--- src/rtl/tm1638_key_reader_if.sv ---
// Bundles the key reader's request/result handshake with the TM1638 STB/CLK/DIO pins.
// master: the key reader (drives the TM1638 bus and the results).
// slave: the surrounding logic (issues start, supplies the DIO pad input).
interface tm1638_key_reader_if;
  logic        start;
  logic        tm_stb;
  logic        tm_clk;
  logic        tm_dio_out;
  logic        tm_dio_oe;
  logic        tm_dio_in;
  logic        busy;
  logic        done;
  logic        key_change;
  logic [31:0] scan;
  logic [7:0]  keys;

  modport master (
    input  start, tm_dio_in,
    output tm_stb, tm_clk, tm_dio_out, tm_dio_oe,
    output busy, done, key_change, scan, keys
  );

  modport slave (
    output start, tm_dio_in,
    input  tm_stb, tm_clk, tm_dio_out, tm_dio_oe,
    input  busy, done, key_change, scan, keys
  );
endinterface

--- src/rtl/tm1638_key_reader.sv ---
// Reads the TM1638 key matrix: sends the read-key command, then clocks in 4 scan bytes.
// Latency: start-accept to done pulse is (82+TWAIT)*CLK_DIV system cycles.
// Backpressure: none; start is only sampled while idle, and requests made while busy are dropped.
module tm1638_key_reader #(
  parameter int unsigned CLK_DIV = 32,
  parameter int unsigned TWAIT   = 2,
  parameter logic [7:0]  RD_CMD  = 8'h42
) (
  input  logic                       clkinput,
  input  logic                       rst_n,
  tm1638_key_reader_if.master        bus
);

  localparam int unsigned     CW         = $clog2(CLK_DIV);
  localparam logic [CW-1:0]   TICK_LAST  = CW'(CLK_DIV - 1);
  localparam logic [5:0]      TWAIT_LAST = 6'(TWAIT - 1);

  typedef enum logic [2:0] {
    S_IDLE,
    S_STB_LO,
    S_CMD,
    S_WAIT,
    S_READ,
    S_STB_HI
  } state_t;

  state_t          state;
  logic [CW-1:0]   cnt;      // system cycles within the current tick
  logic [5:0]      idx;      // tick number within the current state
  logic [5:0]      idx_nxt;
  logic [31:0]     shift;
  logic [7:0]      keys_nxt;

  logic            stb_q;
  logic            clk_q;
  logic            dio_q;
  logic            oe_q;
  logic            busy_q;
  logic            done_q;
  logic            kc_q;
  logic [31:0]     scan_q;
  logic [7:0]      keys_q;

  // Each scan byte carries two keys: bit 0 -> even key, bit 4 -> odd key.
  function automatic logic [7:0] decode_keys(input logic [31:0] s);
    logic [7:0] d;
    d = '0;
    for (int i = 0; i < 4; i++) begin
      d[2*i]   = s[8*i];
      d[2*i+1] = s[8*i+4];
    end
    return d;
  endfunction

  assign idx_nxt  = idx + 6'd1;
  assign keys_nxt = decode_keys(shift);

  // Sequencer: tick timing, bus waveform generation, DIO sampling and result publication.
  always_ff @(posedge clkinput or negedge rst_n) begin
    if (!rst_n) begin
      state  <= S_IDLE;
      cnt    <= '0;
      idx    <= '0;
      shift  <= '0;
      stb_q  <= 1'b1;
      clk_q  <= 1'b1;
      dio_q  <= 1'b1;
      oe_q   <= 1'b0;
      busy_q <= 1'b0;
      done_q <= 1'b0;
      kc_q   <= 1'b0;
      scan_q <= '0;
      keys_q <= '0;
    end else begin
      done_q <= 1'b0;
      kc_q   <= 1'b0;
      if (state == S_IDLE) begin
        if (bus.start) begin
          state  <= S_STB_LO;
          cnt    <= '0;
          idx    <= '0;
          shift  <= '0;
          busy_q <= 1'b1;
          stb_q  <= 1'b0;
          oe_q   <= 1'b1;
          dio_q  <= RD_CMD[0];
          clk_q  <= 1'b1;
        end
      end else if (cnt != TICK_LAST) begin
        cnt <= cnt + 1'b1;
      end else begin
        cnt <= '0;
        case (state)
          S_STB_LO: begin
            state <= S_CMD;
            idx   <= '0;
            clk_q <= 1'b0;
            dio_q <= RD_CMD[0];
          end
          S_CMD: begin
            if (idx == 6'd15) begin
              // Release DIO while CLK is high so the chip can take over safely.
              state <= S_WAIT;
              idx   <= '0;
              clk_q <= 1'b1;
              oe_q  <= 1'b0;
              dio_q <= 1'b1;
            end else begin
              idx   <= idx_nxt;
              clk_q <= idx_nxt[0];
              // New bit is presented with the falling edge, held through the rise.
              if (!idx_nxt[0]) dio_q <= RD_CMD[idx_nxt[3:1]];
            end
          end
          S_WAIT: begin
            if (idx == TWAIT_LAST) begin
              state <= S_READ;
              idx   <= '0;
              clk_q <= 1'b0;
            end else begin
              idx <= idx_nxt;
            end
          end
          S_READ: begin
            // Sample at the end of each high half-period, LSB first.
            if (idx[0]) shift[idx[5:1]] <= bus.tm_dio_in;
            if (idx == 6'd63) begin
              state <= S_STB_HI;
              stb_q <= 1'b1;
              clk_q <= 1'b1;
            end else begin
              idx   <= idx_nxt;
              clk_q <= idx_nxt[0];
            end
          end
          S_STB_HI: begin
            state  <= S_IDLE;
            scan_q <= shift;
            keys_q <= keys_nxt;
            done_q <= 1'b1;
            kc_q   <= (keys_nxt != keys_q);
            busy_q <= 1'b0;
          end
          default: state <= S_IDLE;
        endcase
      end
    end
  end

  assign bus.tm_stb     = stb_q;
  assign bus.tm_clk     = clk_q;
  assign bus.tm_dio_out = dio_q;
  assign bus.tm_dio_oe  = oe_q;
  assign bus.busy       = busy_q;
  assign bus.done       = done_q;
  assign bus.key_change = kc_q;
  assign bus.scan       = scan_q;
  assign bus.keys       = keys_q;

endmodule

--- src/flat_wrapper.sv ---
// flat-port wrapper written by rule: the top's interface ports become plain ports
module tm1638_key_reader_flat 
#(
  parameter int unsigned CLK_DIV = 32,
  parameter int unsigned TWAIT   = 2,
  parameter logic [7:0]  RD_CMD  = 8'h42
)
  (clkinput, rst_n, bus_start, bus_tm_dio_in, bus_tm_stb, bus_tm_clk, bus_tm_dio_out, bus_tm_dio_oe, bus_busy, bus_done, bus_key_change, bus_scan, bus_keys);
  tm1638_key_reader_if bus_i ();
  input  logic clkinput;
  input  logic rst_n;
  input wire logic [$bits(bus_i.start)-1:0] bus_start;
  input wire logic [$bits(bus_i.tm_dio_in)-1:0] bus_tm_dio_in;
  output wire logic [$bits(bus_i.tm_stb)-1:0] bus_tm_stb;
  output wire logic [$bits(bus_i.tm_clk)-1:0] bus_tm_clk;
  output wire logic [$bits(bus_i.tm_dio_out)-1:0] bus_tm_dio_out;
  output wire logic [$bits(bus_i.tm_dio_oe)-1:0] bus_tm_dio_oe;
  output wire logic [$bits(bus_i.busy)-1:0] bus_busy;
  output wire logic [$bits(bus_i.done)-1:0] bus_done;
  output wire logic [$bits(bus_i.key_change)-1:0] bus_key_change;
  output wire logic [$bits(bus_i.scan)-1:0] bus_scan;
  output wire logic [$bits(bus_i.keys)-1:0] bus_keys;
  assign bus_i.start = bus_start;
  assign bus_i.tm_dio_in = bus_tm_dio_in;
  assign bus_tm_stb = bus_i.tm_stb;
  assign bus_tm_clk = bus_i.tm_clk;
  assign bus_tm_dio_out = bus_i.tm_dio_out;
  assign bus_tm_dio_oe = bus_i.tm_dio_oe;
  assign bus_busy = bus_i.busy;
  assign bus_done = bus_i.done;
  assign bus_key_change = bus_i.key_change;
  assign bus_scan = bus_i.scan;
  assign bus_keys = bus_i.keys;
  tm1638_key_reader #(.CLK_DIV(CLK_DIV), .TWAIT(TWAIT), .RD_CMD(RD_CMD)) u_core (.clkinput(clkinput), .rst_n(rst_n), .bus(bus_i));
endmodule
--- config.mk ---
export PLATFORM = sky130hd
export DESIGN_NAME = tm1638_key_reader_flat
export DESIGN_NICKNAME = d
export VERILOG_FILES = /design/src/rtl/tm1638_key_reader_if.sv /design/src/rtl/tm1638_key_reader.sv /design/src/flat_wrapper.sv
export SDC_FILE = /design/constraint.sdc
export NUM_CORES = 1
export LEC_CHECK = 0
export ABC_AREA = 1
export BUFFER_PORTS_ARGS = -buffer_cell sky130_fd_sc_hd__buf_2
export CAP_MARGIN = 20
export CORE_ASPECT_RATIO = 1.2
export CORE_MARGIN = 2
export CORE_UTILIZATION = 45
export CTS_BUF_LIST = sky130_fd_sc_hd__clkbuf_8
export CTS_CLUSTER_DIAMETER = 40
export DETAILED_ROUTE_END_ITERATION = 16
export PLACE_DENSITY = 0.76
export REMOVE_ABC_BUFFERS = 1
export SLEW_MARGIN = 20
export SYNTH_ARGS = -nofsm -noshare
export SYNTH_HDL_FRONTEND = slang
export SYNTH_SLANG_ARGS = --single-unit
--- constraint.sdc ---
create_clock -name clkinput -period 4.2 [get_ports clkinput]
set_input_delay 0.42 -clock clkinput [delete_from_list [all_inputs] [get_ports clkinput]]
set_output_delay 0.42 -clock clkinput [all_outputs]
set_load 0.02 [all_outputs]
# Word-level counts from Yosys, hierarchy flattened
# Memory sizes are Yosys's and may differ from the RTL's.
# Cells that the tools add are included.
[classes] n_addsub=2 n_mul=0 div=0 magnitude_cmp=3 eq_ne=17 shift=0 mux=56 n_bitwise=2 n_reduce_logical=19
[ops] operator="32-bit 2-to-1 mux" n=5
[ops] operator="6-bit 2-to-1 mux" n=6
[ops] operator="32-bit bitwise mux" n=1
[ops] operator="1-bit 2-to-1 mux" n=30
[ops] operator="6-bit one-hot mux with 4 select lines" n=1
[ops] operator="4-bit AND reduction" n=6
[ops] operator="3-bit 2-to-1 mux" n=6
[ops] operator="5-bit 2-to-1 mux" n=3
[ops] operator="3-bit one-hot mux with 4 select lines" n=1
[ops] operator="2-bit nonzero test" n=6
[ops] operator="3-bit by 1-bit != test with 1-bit output (second input constant)" n=3
[ops] operator="8-bit != test" n=1
[ops] operator="6-bit by 1-bit adder with 6-bit output (second input constant)" n=1
[ops] operator="3-bit by 2-bit == test with 1-bit output (second input constant)" n=2
[ops] operator="3-bit == test (second input constant)" n=2
[ops] operator="6-bit by 1-bit == test with 1-bit output (second input constant)" n=1
[ops] operator="6-bit by 4-bit == test with 1-bit output (second input constant)" n=1
[ops] operator="6-bit == test (second input constant)" n=1
[ops] operator="5-bit by 6-bit less-than comparator with 1-bit output (second input constant)" n=1
[ops] operator="3-bit AND reduction" n=2
[ops] operator="5-bit by 1-bit adder with 5-bit output (second input constant)" n=1
[ops] operator="1-bit demux with 5-bit select" n=1
[ops] operator="5-bit by 1-bit >= comparator with 1-bit output (second input constant)" n=1
[ops] operator="5-bit != test (second input constant)" n=1
[ops] operator="14 further kinds" n=15
[word_totals] ff_bits=93 latchBits=0 mem_bits_rw=0 mem_bits_ro=8 input_bits=4 elab_cells=113 mem_count=1
[mem_list] name="(name not given)" words=8 word_bits=1 read_ports=1 rd_ports_with_merged_regs=0 write_ports=0 line="tm1638_key_reader.sv:112" text="if (!idx_nxt[0]) dio_q <= RD_CMD[idx_nxt[3:1]];"

# Depth between registers and ports, before layout
[logic_depth] ltp_word=9 depth_mapped=12

# Worst setup path after synthesis
# Ideal clock, no wire load.
[synth_path] path_kind="input port to flip-flop" start="input u_core.cnt[0]" end="register u_core.shift[8]" setup_ns=0.123 t_arrival_ns=1.539 required_time_ns=4.077 path_slack_ns=2.538 cell_stages=13 path_cell_list="dfrtp_1 > ha_1 > nand2_1 > nor2_1 > ha_1 > inv_1 > nand2_2 > nand2_2 > nor2_4 > buf_4 > o21ai_0 > nand2_1 > o21ai_1"
[synth_via] elab_chain_cells=3
[synth_rtl] element="start: declaration" line="tm1638_key_reader.sv:28" text="logic [CW-1:0] cnt;"
[synth_rtl] element="5-bit != test" line="tm1638_key_reader.sv:89" text="end else if (cnt != TICK_LAST) begin"
[synth_rtl] element="2-bit by 1-bit != test with 1-bit output (no line)"
[synth_rtl] element="4-bit AND reduction (no line)"
[synth_rtl] element="end signal: indexed assignment" line="tm1638_key_reader.sv:126" text="if (idx[0]) shift[idx[5:1]] <= bus.tm_dio_in;"
[synth_rtl] element="end: declaration" line="tm1638_key_reader.sv:31" text="logic [31:0] shift;"
# Every way passes these cells.
# A chain may end at the register's enable or synchronous reset.

# Final worst setup path
[layout_path] start="input u_core.cnt[0]" end="register u_core.scan_q[11], in the netlist u_core.bus.scan[11]"
[layout_via] elab_chain_cells=3
[layout_rtl] element="5-bit != test" line="tm1638_key_reader.sv:89"
[layout_rtl] element="1-bit NOT (no line)"
[layout_rtl] element="3-bit AND reduction (no line)"
[layout_rtl] element="end signal: assignment" line="tm1638_key_reader.sv:138" text="scan_q <= shift;"
[layout_rtl] element="end: declaration" line="tm1638_key_reader.sv:41" text="logic [31:0] scan_q;"
# Every way passes these cells.

==> results.sh <==
export IMPL_drt_wirelength_per_cell_um=12.1
export IMPL_vias_per_cell=4.93
export IMPL_worstPathMaxFanout=36
export IMPL_seq_area_frac_synth=0.506
export IMPL_vias=3476
export IMPL_drt_iter0_markers=269
export IMPL_dpl_worst_slack_ns=1.63
export IMPL_peakVddDrop_mv=0.122
export IMPL_synth_warnings=0
export IMPL_clk_latency_ns=0.36
export IMPL_final_max_slew_violation_count=0
export IMPL_synthDistinctLibCells=28
export IMPL_floorplan_core_area_um2=9080
export IMPL_place_hpwl_um=5820
export IMPL_clock_sinks=85
export IMPL_num_antenna_cells=0
export IMPL_leakagePower_nw=2.33
export IMPL_yosysTopAreaCellShare=0.487
export IMPL_cts_buffers=9
export IMPL_drt_wl_total_um=8510
export IMPL_min_period_ns=2.50
export IMPL_async_flop_share=1.00
export IMPL_status="finished, final reports clean"
export IMPL_nets=588
export IMPL_startpoint_type="flip-flop"
export IMPL_ctsHoldBuffers=0
export IMPL_htreeDepth=3
export IMPL_synth_seq_cells=85
export IMPL_die_area_um2=10200
export IMPL_critPathKind="reg2reg"
export IMPL_max_slew_margin=0.402
export IMPL_avgSynthCellArea_um2=7.71
export IMPL_rsz0062_at_grt="false"
export IMPL_setup_viol=0
export IMPL_utilization=0.512
export IMPL_route_detailed_drc=0
export IMPL_clkTransAtPathRegs_ns=0.08
export IMPL_die_y_um=110
export IMPL_cts_tree="done"
export IMPL_fin_skew_ns=0.00892
export IMPL_die_w_um=92.3
export IMPL_hold_path_class="in2async"
export IMPL_hold_slack_ns=0.102
export IMPL_power_density_nw_per_um2=297
export IMPL_first_pass_iters=5
export IMPL_crit_required_ns=4.50
export IMPL_fin_setup_tns_ns=0
export IMPL_cts_root_buf="clkbuf_8"
export IMPL_placementRows=38
export IMPL_io_pins=51
export IMPL_grt_overflow_total=0
export IMPL_hold_viol=0
export IMPL_num_fill_cells=881
export IMPL_netlist_area_um2=4210
export IMPL_finalInstanceArea_um2=4650
export IMPL_crit_path_end_kind="flip-flop"
export IMPL_ant_nets=0
export IMPL_first_global_vias=3275
export IMPL_synth_top_area_cell="dfrtp_1"
export IMPL_grt_usage=0.184
export IMPL_grt_pass1_wl_um=14800
export IMPL_maxCapViolCount=0
export IMPL_start_util=0.464
export IMPL_ys_flop_type="dfrtp_1"
export IMPL_portBuffers=50
export IMPL_synth_area_leaders="dfrtp_1 49%, nand2_1 16%, inv_1 5.3%"
export IMPL_r2r_slack_ns=1.70
export IMPL_worst_slack_ns=1.70
export IMPL_post_cts_setup_buffers=0
export IMPL_synth_edff_count=0
export IMPL_synthCells=546
export IMPL_dpl_cell_area_um2=4460
export IMPL_critPathArrivalTime_ns=2.80
export IMPL_syn2layout_area_growth_pct=10.4
export IMPL_antenna_found_initial=0
export IMPL_grt_max_degree=86
export IMPL_gp_congestion=0.852
export IMPL_fmax_mhz=401
export IMPL_worst_pin_slew_ns=0.897
export IMPL_drive_above_1_share=0.133
export IMPL_cts_max_path_buffers=2
export IMPL_post_route_period_util=0.594
export IMPL_post_cts_resize_count=0
[power breakdown]
group	switching (mW)	internal (mW)
clock network	0.278	0.267
logic	0.0155	0.00165
registers	0	0.818
total	0.294	1.09
[critical path, cell delays in order, from the launching register on]
cell	delay, ns
dfrtp_1	0.39
ha_1	0.21
nand2_1	0.06
nor2_1	0.09
ha_1	0.21
nand3_2	0.56
inv_2	0.68
nand2_1	0.13
nand2_1	0.08
[area by class of cell]
class	count	area [µm²]	area share
Timing Repair Buffer	50	256	0.0552
Clock inverter	7	61.3	0.0132
Clock buffer	9	124	0.0266
Tap cell	120	150	0.0323
Multi-Input combinational cell	372	1690	0.364
Inverter	62	233	0.0501
Sequential cell	85	2130	0.458
[registers in the layout (all words and copies together), names as in the netlist, 2 cells and up, named ones only]
register	cells
u_core.bus.keys	7
u_core.bus.scan	25
u_core.cnt	5
u_core.shift	32
u_core.idx	6
u_core.state	2
[cell usage in the layout (no fill, tap or decap), drive strengths merged]
cell	instances
a22o	1
dfrtp	82
a21oi	1
a31oi	1
bufinv	1
xnor2	8
o21ai	80
clkinvlp	2
nor3	2
a32o	1
clkbuf	9
nand4	3
inv	65
o22ai	1
nand3	23
o21a	1
buf	50
clkinv	1
nand2	187
dfstp	3
nor2	57
ha	4
xor2	2
[cell usage after synthesis, types with 3 or more instances]
| library cell | instances |
|---|---|
| nand2_1 | 183 |
| dfrtp_1 | 82 |
| inv_1 | 60 |
| nor2_1 | 53 |
| o21ai_0 | 40 |
| o21ai_1 | 40 |
| nand3_1 | 22 |
| buf_4 | 11 |
| buf_2 | 8 |
| xnor2_1 | 8 |
| clkbuf_1 | 6 |
| ha_1 | 4 |
| nand2_2 | 4 |
| nor2_4 | 4 |
| dfstp_2 | 3 |
[per-layer routing]
metal / up-vias / GRT usage / wire length [µm]
li1: 1769 / - / -
met1: 1597 / 0.225 / 3850
met2: 93 / 0.304 / 4030
met3: 17 / 0.0354 / 386
met4: 0 / 0.110 / 249
met5: - / 0 / 0
[logic make-up (layout without fill, tap and decap cells)]
group	Yosys count	in the layout	share of synthesized area
AO/OA/AOI/OAI	86	86	0.105
XOR/XNOR	10	10	0.0208
adder cells (fa/ha/maj)	4	4	0.0119
buffers and inverters	89	128	0.0921
flip-flops	85	85	0.506
AND/OR/NAND/NOR	272	272	0.264
[worst paths after layout]
kind                       cells past startpoint                    to                start
max                                            8   u_core.bus.scan[11]        u_core.cnt[0]
min                                            1    u_core.bus.scan[6]                rst_n
max reg2reg                                    8   u_core.bus.scan[11]        u_core.cnt[0]
min reg2reg                                    2   u_core.bus.scan[14]  u_core.bus.scan[14]
max in group asynchronous                      1         u_core.cnt[1]                rst_n
min in group clkinput                          3  u_core.bus.tm_dio_oe            bus_start
[metrics by stage]
stage | power, mW | instances
final | 1.38 | 705
after detailed placement | 0.852 | 689
after global routing | 1.44 | 705
after global placement | 0.852 | 689
after floorplan | 0.834 | 519
after CTS | 1.40 | 705
No activity file was read; power rests on OpenSTA's default activity.
